### src/rtl/neuron_acc.sv
// Neuron accumulator: sums a signed bias plus NUM_INPUTS signed MAC products,
// then applies ReLU and rounding right-shift requantisation to an unsigned byte.
module neuron_acc #(
    parameter int NUM_INPUTS = 784,
    parameter int ACC_WIDTH  = 27,
    parameter int SHIFT      = 7
) (
    input  logic                        clk,
    input  logic                        rstn,
    input  logic                        start,
    input  logic signed [15:0]          bias,
    input  logic signed [16:0]          mac_result,
    input  logic                        mac_done,
    output logic [7:0]                  output_feature,
    output logic signed [ACC_WIDTH-1:0] raw_sum,
    output logic                        valid,
    output logic                        busy
);

    localparam int CW = (NUM_INPUTS > 1) ? $clog2(NUM_INPUTS) : 1;
    localparam logic [CW-1:0] LAST = CW'(NUM_INPUTS - 1);

    typedef enum logic [1:0] {IDLE, ACCUM, FINISH} state_t;

    state_t                      state, state_next;
    logic signed [ACC_WIDTH-1:0] acc;
    logic signed [ACC_WIDTH-1:0] bias_ext;
    logic signed [ACC_WIDTH-1:0] mac_ext;
    logic [CW-1:0]               count;
    logic signed [ACC_WIDTH:0]   rounded;
    logic signed [ACC_WIDTH:0]   scaled;
    logic [7:0]                  quant;

    assign bias_ext = {{(ACC_WIDTH-16){bias[15]}}, bias};
    assign mac_ext  = {{(ACC_WIDTH-17){mac_result[16]}}, mac_result};
    assign busy     = (state != IDLE);

    always_ff @(posedge clk or negedge rstn) begin
        if (!rstn) state <= IDLE;
        else       state <= state_next;
    end

    always_comb begin
        state_next = state;
        case (state)
            IDLE:    if (start) state_next = ACCUM;
            ACCUM:   if (!start && mac_done && count == LAST) state_next = FINISH;
            FINISH:  state_next = IDLE;
            default: state_next = IDLE;
        endcase
    end

    // One extra bit keeps the rounding offset from overflowing a near-full accumulator.
    always_comb begin
        rounded = {acc[ACC_WIDTH-1], acc} + ((ACC_WIDTH+1)'(1) << (SHIFT - 1));
        scaled  = rounded >>> SHIFT;
        quant   = 8'd0;
        if (!acc[ACC_WIDTH-1] && acc != '0)
            quant = (|scaled[ACC_WIDTH:8]) ? 8'hFF : scaled[7:0];
    end

    always_ff @(posedge clk or negedge rstn) begin
        if (!rstn) begin
            acc            <= '0;
            count          <= '0;
            output_feature <= '0;
            raw_sum        <= '0;
            valid          <= 1'b0;
        end else begin
            valid <= 1'b0;
            case (state)
                IDLE: begin
                    if (start) begin
                        acc   <= bias_ext;
                        count <= '0;
                    end
                end
                ACCUM: begin
                    if (start) begin
                        acc   <= bias_ext;
                        count <= '0;
                    end else if (mac_done) begin
                        acc   <= acc + mac_ext;
                        count <= count + 1'b1;
                    end
                end
                FINISH: begin
                    raw_sum        <= acc;
                    output_feature <= quant;
                    valid          <= 1'b1;
                end
                default: ;
            endcase
        end
    end

endmodule

### config.mk
export PLATFORM = sky130hd
export DESIGN_NAME = neuron_acc
export DESIGN_NICKNAME = d
export VERILOG_FILES = /design/src/rtl/neuron_acc.sv
export SDC_FILE = /design/constraint.sdc
export NUM_CORES = 1
export LEC_CHECK = 0
export ABC_AREA = 1
export CORE_ASPECT_RATIO = 1.75
export CORE_MARGIN = 2
export CORE_UTILIZATION = 61
export CTS_CLUSTER_SIZE = 8
export DETAILED_ROUTE_END_ITERATION = 8
export PLACE_DENSITY_LB_ADDON = 0.08
export SLEW_MARGIN = 20
export SYNTH_ARGS = -nofsm -noshare
export SYNTH_HDL_FRONTEND = slang
export SYNTH_SLANG_ARGS = --single-unit
### constraint.sdc
create_clock -name clk -period 5.2 [get_ports clk]
set_input_delay 0.78 -clock clk [delete_from_list [all_inputs] [get_ports clk]]
set_output_delay 0.78 -clock clk [all_outputs]
set_load 0.005 [all_outputs]
==> Implementation_results.wiki <==
{| class="wikitable"
! Metric !! Value
|-
| Final-layout setup total negative slack || 0 ns
|-
| Post-cts repair resize count || 0
|-
| CP top delay family || simple AND/OR/NAND/NOR gates
|-
| Die area || 9910 um^2
|-
| Worst setup slack for register-to-register paths || roughly 2.6 ns
|-
| Dominant combinational cell family by area after synthesis || simple AND/OR/NAND/NOR gates
|-
| Yosys warnings || 0
|-
| Top cells by count, synth || sky130_fd_sc_hd__nand2_1, sky130_fd_sc_hd__inv_1, sky130_fd_sc_hd__nor2_1, sky130_fd_sc_hd__dfrtp_1, sky130_fd_sc_hd__nand3_1
|-
| Worst-path cell chain || clkdlybuf4s50_1, nand2_1, nand2_1, buf_4, inv_2, nor2_2, nand3_1, nor3b_2, nand2_1, nand2_1, nand2_1, nor2_1
|-
| Clock tree from TritonCTS || built
|-
| Total DRC errors in the routed layout || 0
|-
| GRT Resource Usage Total || 0.395
|-
| Required time worst endpoint || approximately 5.5 ns
|-
| Power per cell area || between 300 and 400 nW/um^2
|-
| Levels on crit path || 12
|-
| Main area contributors after synthesis || sky130_fd_sc_hd__dfrtp_1, sky130_fd_sc_hd__nand2_1, sky130_fd_sc_hd__inv_1, sky130_fd_sc_hd__ha_1, sky130_fd_sc_hd__nor2_1
|-
| Sum of overflow across all layers after global routing || 0
|-
| Post-DR vias/cell || about 5.8
|-
| Placed wire-length estimate || 14400 um
|-
| Worst Path Class, Setup || primary input to flip-flop
|-
| Portion of the clock cycle consumed by the worst path in the final layout || 0.574
|-
| DR vias || 6023
|-
| Unrepaired setup endpoints after global routing || no
|-
| Deepest level of the CTS H-tree || 3
|-
| Count of nets after finishing || about 1000
|-
| Number of max-slew violations in the final report || 0
|-
| Adder and majority cell fraction of the synthesized area || 0.0690
|-
| Detailed Route WL || 18800 um
|-
| Clock latency of the later-clocked register in the worst-skew pair || approximately 0.35 ns
|-
| Source of the worst register-to-register timing path || acc[8]$_DFFE_PN0P_
|-
| Mean area per synthesized cell || between 6 and 7 um^2
|-
| Slew HR || 0.360
|-
| Number of post-CTS setup repair buffers || 0
|-
| Max-cap violations || 0
|-
| Timing endpoint of the critical path || count[8]$_DFFE_PN0P_
|-
| Initial DRC Count || ~500
|-
| Layout Utilization || 0.742
|-
| Endpoint kind of the worst setup timing path || flip-flop
|-
| Placer's final routability congestion estimate || approximately 1.0
|-
| Hold Vio Cnt, Final || 0
|-
| Synth unique cells || 39
|-
| Path category of the worst min-delay check || flip-flop to flip-flop
|-
| Run status || completed
|-
| Worst Tran Pin Value || between 0.9 and 1 ns
|-
| Highest metal layer with signal wires || met4
|-
| Minimum period implied by the final worst setup slack || 2.98 ns
|-
| Max Root-Sink Buffers || 2
|-
| Worst setup slack after placement || a little under 2 ns
|-
| Tot Pwr || approximately 2.3 mW
|-
| Final worst setup slack || ~2.2 ns
|-
| Area share of the leading cell type in the synthesized netlist || 0.338
|-
| Crit path buffers/inverters || 3
|-
| Cell taking the most area after synthesis || sky130_fd_sc_hd__dfrtp_1
|-
| Post-synthesis async set-or-reset flop share || 1.00
|-
| CP max FO || 31
|-
| Cell type with the highest occurrence count on the critical path || sky130_fd_sc_hd__nand2_1
|-
| Hold buffers post-CTS || 0
|-
| Detailed-routed wire length on met2 || 9850 um
|-
| Highest achievable clock rate || between 0.3 and 0.4 GHz
|-
| Input/output buffers || 73
|-
| Via count of the first global-routing pass || between 6000 and 7000
|-
| Number of buffers added by the clock tree synthesis step || 9
|-
| Ys flop type || sky130_fd_sc_hd__dfrtp_1
|-
| Chip Height || between 100 and 150 um
|-
| Starting density of the core || 0.618
|-
| Crit. Startpoint || start
|-
| Area share of xor/xnor cells in the synthesized design || 0.0205
|-
| Pin count of the biggest net entering global routing || 76
|-
| Multiplexer fraction of the synthesized cell area || 0
|-
| Cell with the most instances after synthesis || sky130_fd_sc_hd__nand2_1
|-
| Synthesized netlist cell count || between 800 and 900
|-
| Wire length on met1 || roughly 6300 um
|-
| Logic depth of the worst register-to-register path || 10
|-
| Site Rows || 46
|-
| Syn_nets || 904
|-
| Die Width || 76.1 um
|-
| Core outline area || 8980 um^2
|-
| Met3 routed wirelength || between 1000 and 1500 um
|-
| Number of synthesized register bits || between 70 and 80
|-
| Slowest CP cell || sky130_fd_sc_hd__clkdlybuf4s50_1
|-
| Share of the yosys chip area belonging to registers || 0.338
|-
| Number of top-level pins || 74
|-
| Fraction of the mapped netlist area in compound gates || 0.120
|-
| Worst setup SP type || primary input
|-
| Cell chosen for the clock root || sky130_fd_sc_hd__clkbuf_16
|-
| Clock input transition at the sequential cells of the worst setup and hold paths || approximately 0.06 ns
|-
| Share of synthesized cell area in and, or, nand and nor gates || 0.364
|-
| Static leakage power || about 3.3 nW
|-
| Fraction of layout instances using a drive strength above 1 || 0.0559
|-
| DR pass1 iterations || 7
|-
| Clock skew after layout || 0.0112 ns
|-
| Relative area change from synthesis to final layout || 20.1%
|-
| Number of clock sinks || 75
|-
| Worst-case vdd ir drop || ~0.22 mV
|-
| FF-to-FF End || acc[10]$_DFFE_PN0P_
|-
| Initial antenna violation count || 0
|-
| Final antenna-violating net count || 0
|-
| Number of enable-type register cells in the synthesized netlist || 0
|-
| Largest incremental delay on the critical path || 0.56 ns
|-
| Arrival time at the worst endpoint || 3.26 ns
|-
| First-pass GRT wire length || around 30000 um
|-
| Setup violators final || 0
|-
| Antenna fix cells || 0
|-
| Average routed wire per standard cell || about 18 um
|-
| Post-synthesis cell area || between 5000 and 6000 um^2
|}
## tightest hold or removal path, delay by kind of cell, from the launching register on
kind | cells | cell delay, ns
flip-flops | 1 | 0.34
AO/OA/AOI/OAI | 1 | 0.06
AND/OR/NAND/NOR | 1 | 0.05
## worst min-delay path by stage
stage / start / end / slack, ns / cells after the start
2_1_floorplan: count[0]$_DFFE_PN0P_ / count[0]$_DFFE_PN0P_ / 0.46 / 1
3_3_place_gp: raw_sum[8]$_DFFE_PN0P_ / raw_sum[8]$_DFFE_PN0P_ / 0.46 / 2
3_5_place_dp: output_feature[7]$_DFFE_PN0P_ / output_feature[7]$_DFFE_PN0P_ / 0.47 / 2
4_1_cts: output_feature[7]$_DFFE_PN0P_ / output_feature[7]$_DFFE_PN0P_ / 0.49 / 2
5_1_grt: output_feature[7]$_DFFE_PN0P_ / output_feature[7]$_DFFE_PN0P_ / 0.51 / 2
6_report: raw_sum[14]$_DFFE_PN0P_ / raw_sum[14]$_DFFE_PN0P_ / 0.48 / 2
## metrics by stage
stage          cells  hold WS [ns]  instance area [um^2]
2_1_floorplan    837         0.461                  5550
6_report        1033         0.483                  6660
5_1_grt         1033         0.510                  6660
3_3_place_gp    1018         0.458                  6390
4_1_cts         1033         0.488                  6660
3_5_place_dp    1018         0.473                  6390
## layout by cell type (no fill, tap or decap), types with 2 or more instances in the layout
| cell type | count |
|---|---|
| sky130_fd_sc_hd__nand4_1 | 18 |
| sky130_fd_sc_hd__inv_1 | 108 |
| sky130_fd_sc_hd__xnor2_1 | 4 |
| sky130_fd_sc_hd__clkbuf_16 | 9 |
| sky130_fd_sc_hd__clkdlybuf4s50_1 | 72 |
| sky130_fd_sc_hd__o221ai_1 | 4 |
| sky130_fd_sc_hd__buf_4 | 4 |
| sky130_fd_sc_hd__or2_2 | 5 |
| sky130_fd_sc_hd__xor2_1 | 9 |
| sky130_fd_sc_hd__o21ai_0 | 43 |
| sky130_fd_sc_hd__nand2_1 | 272 |
| sky130_fd_sc_hd__a22oi_1 | 4 |
| sky130_fd_sc_hd__nor2_2 | 9 |
| sky130_fd_sc_hd__o21ai_1 | 6 |
| sky130_fd_sc_hd__inv_2 | 6 |
| sky130_fd_sc_hd__a31oi_1 | 4 |
| sky130_fd_sc_hd__ha_1 | 29 |
| sky130_fd_sc_hd__nor3_1 | 12 |
| sky130_fd_sc_hd__a21oi_1 | 45 |
| sky130_fd_sc_hd__o21a_1 | 2 |
| sky130_fd_sc_hd__nand3_1 | 58 |
| sky130_fd_sc_hd__and2_1 | 2 |
| sky130_fd_sc_hd__o21bai_1 | 4 |
| sky130_fd_sc_hd__clkinvlp_4 | 3 |
| sky130_fd_sc_hd__nor2_1 | 78 |
| sky130_fd_sc_hd__nor2_4 | 5 |
| sky130_fd_sc_hd__o22ai_1 | 2 |
| sky130_fd_sc_hd__o211ai_1 | 2 |
| sky130_fd_sc_hd__nor4_1 | 2 |
| sky130_fd_sc_hd__nand2_2 | 4 |
| sky130_fd_sc_hd__nand3b_1 | 3 |
| sky130_fd_sc_hd__dfrtp_1 | 75 |
## logic make-up after synthesis
logic type               Yosys count
flip-flops                        75
AO/OA/AOI/OAI                    119
adder cells (fa/ha/maj)           30
AND/OR/NAND/NOR                  471
XOR/XNOR                          13
buffers and inverters            129
## where the power goes
part | internal [mW] | leakage (nW) | switching [mW] | total [mW]
Clock | 0.326 | 0.126 | 0.269 | 0.595
Combinational | 0.305 | 2.21 | 0.609 | 0.914
Sequential | 0.637 | 0.975 | 0.107 | 0.744
Total | 1.27 | 3.31 | 0.986 | 2.25
## cell type report
class | instances | area, um^2
repair buffers | 76 | 751
multi-input cells | 633 | 3180
clock inverters | 6 | 51.3
flip-flops and latches | 75 | 1880
fillers | 725 | 2310
inverters | 114 | 428
clock buffers | 9 | 225
well taps | 120 | 150
## state kept, by name, indices dropped and copies added (netlist names)
name and cells:
state 2, raw_sum 27, acc 27, output_feature 8
count 10, valid 1
## metal layers
metal / up-vias / global-route usage
met4: 0 / 0.281
met5: - / 0
met1: 2770 / 0.399
li1: 2849 / -
met2: 312 / 0.740
met3: 92 / 0.0650
Power figures use the tool's default switching activity.
